## config.mk

```make
export PLATFORM = sky130hd
export DESIGN_NAME = arb_req_bank
export DESIGN_NICKNAME = d
export VERILOG_FILES = /design/src/rtl/arb_req_bank.sv
export SDC_FILE = /design/constraint.sdc
export NUM_CORES = 1
export LEC_CHECK = 0
export BUFFER_PORTS_ARGS = -buffer_cell sky130_fd_sc_hd__buf_2
export CAP_MARGIN = 5
export CORE_UTILIZATION = 55
export DETAILED_ROUTE_END_ITERATION = 7
export GPL_TIMING_DRIVEN = 1
export PLACE_DENSITY = 0.75
export REMOVE_ABC_BUFFERS = 1
export SYNTH_ARGS = -nofsm -noshare
export SYNTH_HDL_FRONTEND = slang
export SYNTH_SLANG_ARGS = --single-unit
```

## constraint.sdc

```tcl
create_clock -name clk -period 3.02 [get_ports clk]
set_input_delay 0.604 -clock clk [delete_from_list [all_inputs] [get_ports clk]]
set_output_delay 0.604 -clock clk [all_outputs]
set_load 0.005 [all_outputs]
```

## src/rtl/arb_req_bank.sv

```systemverilog
// arb_req_bank: requester-side bank for a round-robin arbiter.
// Holds a small FIFO of pending payloads per channel, raises one request line
// per non-empty channel, pops the head of the granted channel and presents it
// as a single registered beat tagged with the channel index.
// Illegal grants (multi-hot, grant to a non-requesting channel, or any_gnt
// disagreeing with |gnt) set a sticky err_gnt and pop nothing.
//
// Optional feature: define ARB_REQ_BANK_STARVE_MON_EN to build per-channel
// wait counters that drive starve[]; without it starve is tied to zero.
//
// Handshake: a push on channel i happens when in_valid[i] is high and the
// FIFO has room (in_ready[i]), or when the same channel is legally granted in
// that cycle, so a full FIFO accepts a new entry while its head leaves. The
// output side has no backpressure: out_valid is a one-cycle pulse per legal
// grant and the consumer must take every beat.
module arb_req_bank #(
  parameter int N     = 4,
  parameter int DEPTH = 4,
  parameter int W     = 8
`ifdef ARB_REQ_BANK_STARVE_MON_EN
  ,
  parameter int STARVE_LIMIT = 15
`endif
) (
  input  logic                 clk,
  input  logic                 reset,
  input  logic                 en,
  input  logic [N-1:0]         in_valid,
  output logic [N-1:0]         in_ready,
  input  logic [N*W-1:0]       in_data,
  output logic [N-1:0]         req,
  input  logic [N-1:0]         gnt,
  input  logic                 any_gnt,
  output logic                 out_valid,
  output logic [$clog2(N)-1:0] out_id,
  output logic [W-1:0]         out_data,
  output logic                 err_gnt,
  output logic [N-1:0]         starve
);

  localparam int CW = $clog2(DEPTH + 1);
  localparam int PW = $clog2(DEPTH);
  localparam int IW = $clog2(N);

  // Per-channel FIFO state
  logic [CW-1:0] count_q  [N];
  logic [CW-1:0] count_d  [N];
  logic [PW-1:0] wr_ptr_q [N];
  logic [PW-1:0] wr_ptr_d [N];
  logic [PW-1:0] rd_ptr_q [N];
  logic [PW-1:0] rd_ptr_d [N];
  logic [W-1:0]  mem_q    [N][DEPTH];

  // Output beat and error registers
  logic          out_valid_q;
  logic [IW-1:0] out_id_q;
  logic [W-1:0]  out_data_q;
  logic          err_gnt_q;

  // Grant qualification
  logic          gnt_multi;
  logic          gnt_onehot;
  logic          gnt_covered;
  logic          gnt_any_ok;
  logic          gnt_legal;
  logic          gnt_illegal;
  logic [IW-1:0] gnt_idx;
  logic [W-1:0]  head_data;

  logic [N-1:0]  push;
  logic [N-1:0]  pop;

  // Status outputs come straight from the registered counts.
  always_comb begin
    in_ready = '0;
    req      = '0;
    for (int i = 0; i < N; i++) begin
      in_ready[i] = (count_q[i] != CW'(DEPTH));
      req[i]      = en & (count_q[i] != '0);
    end
  end

  assign gnt_multi   = ((gnt & (gnt - N'(1))) != '0);
  assign gnt_onehot  = (gnt != '0) & ~gnt_multi;
  assign gnt_covered = ((gnt & ~req) == '0);
  assign gnt_any_ok  = (any_gnt == (|gnt));
  assign gnt_legal   = en & gnt_onehot & gnt_covered & any_gnt;
  assign gnt_illegal = en & (gnt_multi | ~gnt_covered | ~gnt_any_ok);

  // Encode the one-hot grant to a channel index and fetch that channel's head.
  always_comb begin
    gnt_idx = '0;
    for (int i = 0; i < N; i++) begin
      if (gnt[i]) gnt_idx = IW'(i);
    end
    head_data = mem_q[gnt_idx][rd_ptr_q[gnt_idx]];
  end

  // Push/pop decisions; a full channel being popped still takes a new entry
  // because the slot it writes is the head slot being read out this cycle.
  always_comb begin
    pop  = gnt_legal ? gnt : '0;
    push = '0;
    for (int i = 0; i < N; i++) begin
      push[i] = in_valid[i] & (in_ready[i] | pop[i]);
    end
  end

  // Next-state for counts and pointers; pointers wrap naturally at DEPTH.
  always_comb begin
    for (int i = 0; i < N; i++) begin
      count_d[i]  = count_q[i];
      wr_ptr_d[i] = wr_ptr_q[i];
      rd_ptr_d[i] = rd_ptr_q[i];
      if (push[i]) wr_ptr_d[i] = wr_ptr_q[i] + PW'(1);
      if (pop[i])  rd_ptr_d[i] = rd_ptr_q[i] + PW'(1);
      case ({push[i], pop[i]})
        2'b10:   count_d[i] = count_q[i] + CW'(1);
        2'b01:   count_d[i] = count_q[i] - CW'(1);
        default: count_d[i] = count_q[i];
      endcase
    end
  end

  // FIFO control registers with synchronous active-low reset.
  always_ff @(posedge clk) begin
    for (int i = 0; i < N; i++) begin
      if (!reset) begin
        count_q[i]  <= '0;
        wr_ptr_q[i] <= '0;
        rd_ptr_q[i] <= '0;
      end else begin
        count_q[i]  <= count_d[i];
        wr_ptr_q[i] <= wr_ptr_d[i];
        rd_ptr_q[i] <= rd_ptr_d[i];
      end
    end
  end

  // Payload storage; contents are don't-care until written, so no reset.
  always_ff @(posedge clk) begin
    for (int i = 0; i < N; i++) begin
      if (push[i]) mem_q[i][wr_ptr_q[i]] <= in_data[i*W +: W];
    end
  end

  // Registered output beat: pulse valid, hold id/data between beats.
  always_ff @(posedge clk) begin
    if (!reset) begin
      out_valid_q <= 1'b0;
      out_id_q    <= '0;
      out_data_q  <= '0;
    end else begin
      out_valid_q <= gnt_legal;
      if (gnt_legal) begin
        out_id_q   <= gnt_idx;
        out_data_q <= head_data;
      end
    end
  end

  // Sticky grant-protocol error, cleared only by reset.
  always_ff @(posedge clk) begin
    if (!reset) begin
      err_gnt_q <= 1'b0;
    end else if (gnt_illegal) begin
      err_gnt_q <= 1'b1;
    end
  end

  assign out_valid = out_valid_q;
  assign out_id    = out_id_q;
  assign out_data  = out_data_q;
  assign err_gnt   = err_gnt_q;

`ifdef ARB_REQ_BANK_STARVE_MON_EN
  localparam int SW = $clog2(STARVE_LIMIT + 1);

  logic [SW-1:0] wait_q [N];
  logic [SW-1:0] wait_d [N];
  logic [N-1:0]  starve_q;
  logic [N-1:0]  starve_d;

  // Count cycles a channel requests without being served, saturating.
  always_comb begin
    starve_d = '0;
    for (int i = 0; i < N; i++) begin
      wait_d[i] = wait_q[i];
      if (!req[i] || pop[i]) begin
        wait_d[i] = '0;
      end else if (wait_q[i] != SW'(STARVE_LIMIT)) begin
        wait_d[i] = wait_q[i] + SW'(1);
      end
      starve_d[i] = (wait_d[i] == SW'(STARVE_LIMIT));
    end
  end

  // Wait counters and registered starvation flags.
  always_ff @(posedge clk) begin
    if (!reset) begin
      starve_q <= '0;
      for (int i = 0; i < N; i++) wait_q[i] <= '0;
    end else begin
      starve_q <= starve_d;
      for (int i = 0; i < N; i++) wait_q[i] <= wait_d[i];
    end
  end

  assign starve = starve_q;
`else
  assign starve = '0;
`endif

endmodule

```

==> reports/metrics.cfg, run 1 <==
[yosys]
synth_flop_cell = edfxtp_1
post_synth_inst_count = 527
syn_avg_cell_area_um2 = 14.06
ys_types = 49
synth_xor_area_share_pct = 2.600
synth_edf_count = 128
synth_fa_ha_area_share_pct = 4.458
synth_top_cell_by_area = edfxtp_1
synth_simple_gate_area_share_pct = 8.713
synth.top_cell.area_share_pct = 51.87
synth_top_family_by_area = multiplexers
synthArstFlopShare_pct = 0
synth_mux_area_share_pct = 9.220
synth_compound_area_share_pct = 8.730
synth_area_mm2 = 0.007410
synth.area.top_cells = edfxtp_1 (52%), dfxtp_1 (11%), mux2_2 (4.9%)
seq_area_frac_synth_pct = 62.68
synth-seq-cells = 168
synth_warnings = 0

[setup_path]
start_kind = register
reg2regPathDepth = 10
r2r_setup_slack_ns = 0.38
worst_r2r_endpoint = count_q[0][2]$_SDFFE_PN0P_
path_class = reg2reg
crit_path_end_kind = register
critPathLaunch = count_q[2][0]$_SDFFE_PN0P_
crit_fanout = 6
r2r-start = count_q[2][0]$_SDFFE_PN0P_
critPathRequiredTime_ns = 3.37
endpoint = count_q[0][2]$_SDFFE_PN0P_
worstPathArrival_ns = 2.99

[die]
die_area_mm2 = 0.01394
die-height_um = 118.1
coreArea_mm2 = 0.01319
ioPinCount = 68
start_util_pct = 56.18
num_rows = 42
die-width_um = 118.1

[clocking]
ctsResizeCount = 0
tritoncts = yes
cts_buffers = 17
post_cts_buffers = 0
clockRootBuffer = clkbuf_16
path_clk_slew_ns = 0.06
ctsHoldBuffers = 0
htree_levels = 4
clock_path_buffers = 2
worstSkewPairLatency_ns = 0.43
clock_sinks = 168

[power_and_ir_drop]
p_leak_nw = 3.205
max-vdd-ir-drop_uv = 317.6
powerDensity_mw_per_mm2 = 606.4

[routing]
drt_iter0_drc = 324
drt_wl_total_um = 15760
drc = 0
vias_per_cell = 5.627
first_pass_iters = 5
routedWlPerCell_um = 19.65
via_count = 4513
detail-route-antenna-nets = 0

[timing]
rsz0062_at_grt = no
period_minus_slack_ns = 2.642
finClkSkew_ns = 0.006847
tns_ns = 0
max_freq_ghz = 0.3785
maxSlewViolCount = 0
setup_viol = 0
relSlewSlack_pct = 54.86
whs_ns = 0.3907
hold_viol_final = 0
finalCritPeriodShare_pct = 87.48
tightest_slew_ns = 0.6763

[cells_and_area]
syn_to_final_growth_pct = 15.65
drive_gt1_share_pct = 25.44
finalNetCount = 680
num-fill-cells = 970

[global_routing]
track_usage_pct = 23.97
antenna_found_initial = 2
grt_max_degree = 37
grt_overflow = 0
first_global_vias = 4595
grt_pass1_wl_um = 24520

[status]
outcome = finished, final reports clean

[placed_design]
numPortBuffers = 63
gp_congestion = 0.8086
dp_hpwl_um = 10820

[run]
cap_violations = 0

[worst_hold_path]
min_path_type = in2reg

## logic make-up after synthesis
kind of cell	Yosys count
multiplexers	63
flip-flops	168
AND/OR/NAND/NOR	115
other	1
adder cells (fa/ha/maj)	24
AO/OA/AOI/OAI	77
buffers and inverters	57
XOR/XNOR	22
## placed cells by master, fill, tap and decap left out, types with 2 or more instances in the layout
cell,count
and3_1,4
o31a_1,2
and4_1,2
nor2_1,31
xor2_1,13
clkbuf_16,17
nor3_1,2
ha_1,20
o21ai_1,2
nor2b_1,6
buf_2,63
nand2_1,5
and2_1,13
inv_1,30
conb_1,4
buf_4,27
clkinvlp_4,2
o221ai_1,32
a311oi_1,2
clkinv_2,5
mux2i_1,30
mux2_2,32
dfxtp_1,40
xnor2_1,9
nand2b_1,36
clkbuf_1,4
or3_1,4
edfxtp_1,128
bufinv_16,2
nand3_1,5
o2bb2ai_1,8
fa_1,4
a21oi_1,13
o21ai_0,8
nand4_1,2
## cell type report
cell class | count | area, µm² | area share [%]
Antenna cell | 1 | 2.502 | 0.02920
Clock buffer | 22 | 454.2 | 5.300
Clock inverter | 10 | 103.9 | 1.212
Inverter | 30 | 112.6 | 1.314
Multi-Input combinational cell | 305 | 2514 | 29.33
Sequential cell | 168 | 4644 | 54.20
Tap cell | 176 | 220.2 | 2.570
Timing Repair Buffer | 90 | 518.0 | 6.045
## stage by stage
stage	util, %	std cells	power, W	instance area, µm²	setup WS, ns
after floorplan	-	503	0.002962	7271	-0.2793
after global placement	60.72	769	0.003158	8009	0.1660
after detailed placement	60.72	769	0.003183	8009	0.08477
after CTS	64.95	801	0.005216	8567	0.3739
after global routing	64.97	802	0.005351	8569	0.1819
final	64.97	802	0.005197	8569	0.3781
## sequential cells by signal (all words and copies together) (netlist names)
register   flops
mem_q        128
wr_ptr_q       8
rd_ptr_q       8
out_valid      1
out_data       8
err_gnt        1
count_q       12
out_id         2
## layer usage
metal | vias to the layer above | global-route usage, % | part of all wire, %
met4 | 2 | 10.34 | 3.0
met2 | 165 | 40.88 | 50
met5 | - | 0 | 0.082
met3 | 40 | 6.250 | 6.7
met1 | 2190 | 28.58 | 41
li1 | 2116 | - | -
## synth_stat cells (all sizes together) (10+ instances only)
library cell / n
nor2: 32
a21oi: 14
buf: 17
mux2i: 31
edfxtp: 128
mux2: 32
o221ai: 32
o21ai: 10
nand2b: 36
ha: 20
dfxtp: 40
clkbuf: 10
and2: 13
xor2: 13
inv: 30
## report_power, final
group / leakage [nW] / total (W) / switching, W / internal [W]
Sequential: 1.50 / 0.00265 / 0.0000428 / 0.00260
Combinational: 1.43 / 0.000489 / 0.000291 / 0.000198
Clock: 0.271 / 0.00206 / 0.000834 / 0.00123
## worst min-delay path by stage
stage / start / end / slack [ns] / depth (start not counted)
2_1_floorplan: out_data[0]$_SDFFE_PN0N_ / out_data[0]$_SDFFE_PN0N_ / 0.46 / 1
3_3_place_gp: out_data[5]$_SDFFE_PN0N_ / out_data[5]$_SDFFE_PN0N_ / 0.45 / 1
3_5_place_dp: out_data[5]$_SDFFE_PN0N_ / out_data[5]$_SDFFE_PN0N_ / 0.44 / 1
4_1_cts: in_data[16] / mem_q[2][16]$_DFFE_PP_ / 0.38 / 1
5_1_grt: in_data[16] / mem_q[2][16]$_DFFE_PP_ / 0.38 / 1
6_report: in_data[16] / mem_q[2][16]$_DFFE_PP_ / 0.39 / 1
## critical path, cell delays in order (launching register included)
cell	delay, ns
dfxtp_1	0.34
o31ai_2	0.35
o21ai_1	0.21
a32o_1	0.31
inv_1	0.06
ha_1	0.17
inv_1	0.07
fa_1	0.43
xor2_1	0.17
or3_1	0.31
a21oi_1	0.14
Power figures use the tool's default switching activity.
==> run 2, diff against run 1 <==
--- a/config.mk
+++ b/config.mk
@@ -7,10 +7,12 @@
 export LEC_CHECK = 0
 export BUFFER_PORTS_ARGS = -buffer_cell sky130_fd_sc_hd__buf_2
 export CAP_MARGIN = 5
-export CORE_UTILIZATION = 55
+export CELL_PAD_IN_SITES_DETAIL_PLACEMENT = 2
+export CELL_PAD_IN_SITES_GLOBAL_PLACEMENT = 2
+export CORE_UTILIZATION = 42
 export DETAILED_ROUTE_END_ITERATION = 7
 export GPL_TIMING_DRIVEN = 1
-export PLACE_DENSITY = 0.75
+export PLACE_DENSITY_LB_ADDON = 0.1
 export REMOVE_ABC_BUFFERS = 1
 export SYNTH_ARGS = -nofsm -noshare
 export SYNTH_HDL_FRONTEND = slang
==> run 2 against run 1 <==
Worst setup slack lost 0.067 ns. Sequential cell count is the same. Highest routed layer is now met4. Largest cell class unchanged. Final cell count grew 5.9%.
==> reports/metrics.cfg, run 2 (synthesized netlist as in run 1, its figures left out) <==
[status]
outcome = finished, final reports clean

[die]
start_util_pct = 42.99
num_rows = 48
die_area_mm2 = 0.01818
die-width_um = 134.8
coreArea_mm2 = 0.01724
die-height_um = 134.8
ioPinCount = 68

[routing]
vias_per_cell = 5.459
drt_wl_total_um = 20720
detail-route-antenna-nets = 0
drc = 0
drt_iter0_drc = 219
first_pass_iters = 4
via_count = 4635
routedWlPerCell_um = 24.40

[cells_and_area]
final_common_cell = edfxtp_1
drive_gt1_share_pct = 26.00
layout_common_cells = edfxtp_1 (128), buf_2 (63), dfxtp_1 (40)
num-fill-cells = 1663
largest_register_ffs = 128
multi_input_area_mm2 = 0.002514
syn_to_final_growth_pct = 16.94
seq_area_mm2 = 0.004644
finalNetCount = 678

[worst_hold_path]
min_path_type = in2reg
hold_depth = 1

[global_routing]
grt_pass1_wl_um = 30690
grt_overflow = 0
track_usage_pct = 24.11
grt_max_degree = 37
first_global_vias = 5055
antenna_found_initial = 1

[setup_path]
crit_cells = 10
path_class = reg2reg
cpMostUsedCell = inv_1
reg2regPathDepth = 10
crit_path_max_incr_delay_ns = 0.43
crit_path_end_kind = register
crit_fanout = 6
start_kind = register
crit_buf_inv = 2
critPathRequiredTime_ns = 3.38
worstPathArrival_ns = 3.07
slowest_stage = fa_1
critical_path.top_delay_family = compound AO/OA/AOI/OAI gates
cp_cell_sequence = o31ai_2 > o21ai_1 > a32o_1 > inv_1 > ha_1 > inv_1 > fa_1 > xor2_1 > or3_1 > a21oi_1

[timing]
rsz0062_at_grt = no
finClkSkew_ns = 0.007940
max_freq_ghz = 0.3692
tightest_slew_ns = 0.6536
whs_ns = 0.3949
setup_viol = 0
hold_viol_final = 0
finalCritPeriodShare_pct = 89.70
period_minus_slack_ns = 2.709
maxSlewViolCount = 0
relSlewSlack_pct = 56.38

[clocking]
ctsResizeCount = 0
path_clk_slew_ns = 0.07
htree_levels = 4
clock_path_buffers = 2
cts_buffers = 17
tritoncts = yes
ctsHoldBuffers = 0
clockRootBuffer = clkbuf_16
clock_sinks = 168
worstSkewPairLatency_ns = 0.43
post_cts_buffers = 0

[run]
cap_violations = 0

[placed_design]
gp_congestion = 0.7600
dp_hpwl_um = 14710
numPortBuffers = 63

[power_and_ir_drop]
p_leak_nw = 3.207
powerDensity_mw_per_mm2 = 619.5
max-vdd-ir-drop_uv = 357.6
power_w = 0.005368

run 2: final timing paths:
kind	startpoint	to	slack [ns]
setup / recovery	count_q[2][0]$_SDFFE_PN0P_	count_q[0][2]$_SDFFE_PN0P_	0.31
setup reg to reg	count_q[2][0]$_SDFFE_PN0P_	count_q[0][2]$_SDFFE_PN0P_	0.31
hold reg to reg	out_data[0]$_SDFFE_PN0N_	out_data[0]$_SDFFE_PN0N_	0.46
hold / removal	in_data[21]	mem_q[2][29]$_DFFE_PP_	0.39
run 2: final cells by class:
cell class                      count  share of cell area (%)
Timing Repair Buffer               88                   5.949
Sequential cell                   168                   53.60
Tap cell                          225                   3.249
Multi-Input combinational cell    305                   29.01
Antenna cell                        1                 0.02888
Clock buffer                       17                   4.910
Clock inverter                     15                   1.949
Inverter                           30                   1.300
run 2: through the flow:
| stage | worst slack [ns] | util [%] | instances | setup TNS, ns | cell area (µm²) |
|---|---|---|---|---|---|
| 2_1_floorplan | -0.2793 | - | 503 | -0.3421 | 7271 |
| 3_3_place_gp | 0.1021 | 46.81 | 816 | 0 | 8068 |
| 3_5_place_dp | 0.01940 | 46.81 | 816 | 0 | 8068 |
| 4_1_cts | 0.2608 | 50.25 | 848 | 0 | 8662 |
| 5_1_grt | 0.07304 | 50.25 | 848 | 0 | 8662 |
| 6_report | 0.3111 | 50.27 | 849 | 0 | 8665 |
run 2: worst reg2reg max path, cell delays in order (launching register included):
cell     delay, ns
dfxtp_1       0.35
o31ai_2       0.38
o21ai_1       0.24
a32o_1        0.32
inv_1         0.06
ha_1          0.18
inv_1         0.07
fa_1          0.43
xor2_1        0.16
or3_1         0.31
a21oi_1       0.15
run 2: report_power, final:
part	switching (W)	internal, W
logic	0.000326	0.000199
clock network	0.000952	0.00124
registers	0.0000502	0.00260
total	0.00133	0.00404
run 2: layer usage:
metal | global-route usage, % | up-vias | routed length (µm)
li1 | - | 2118 | -
met4 | 10.55 | 0 | 494
met2 | 44.67 | 88 | 11390
met1 | 26.63 | 2401 | 8185
met5 | 0 | - | 0
met3 | 4.730 | 28 | 651
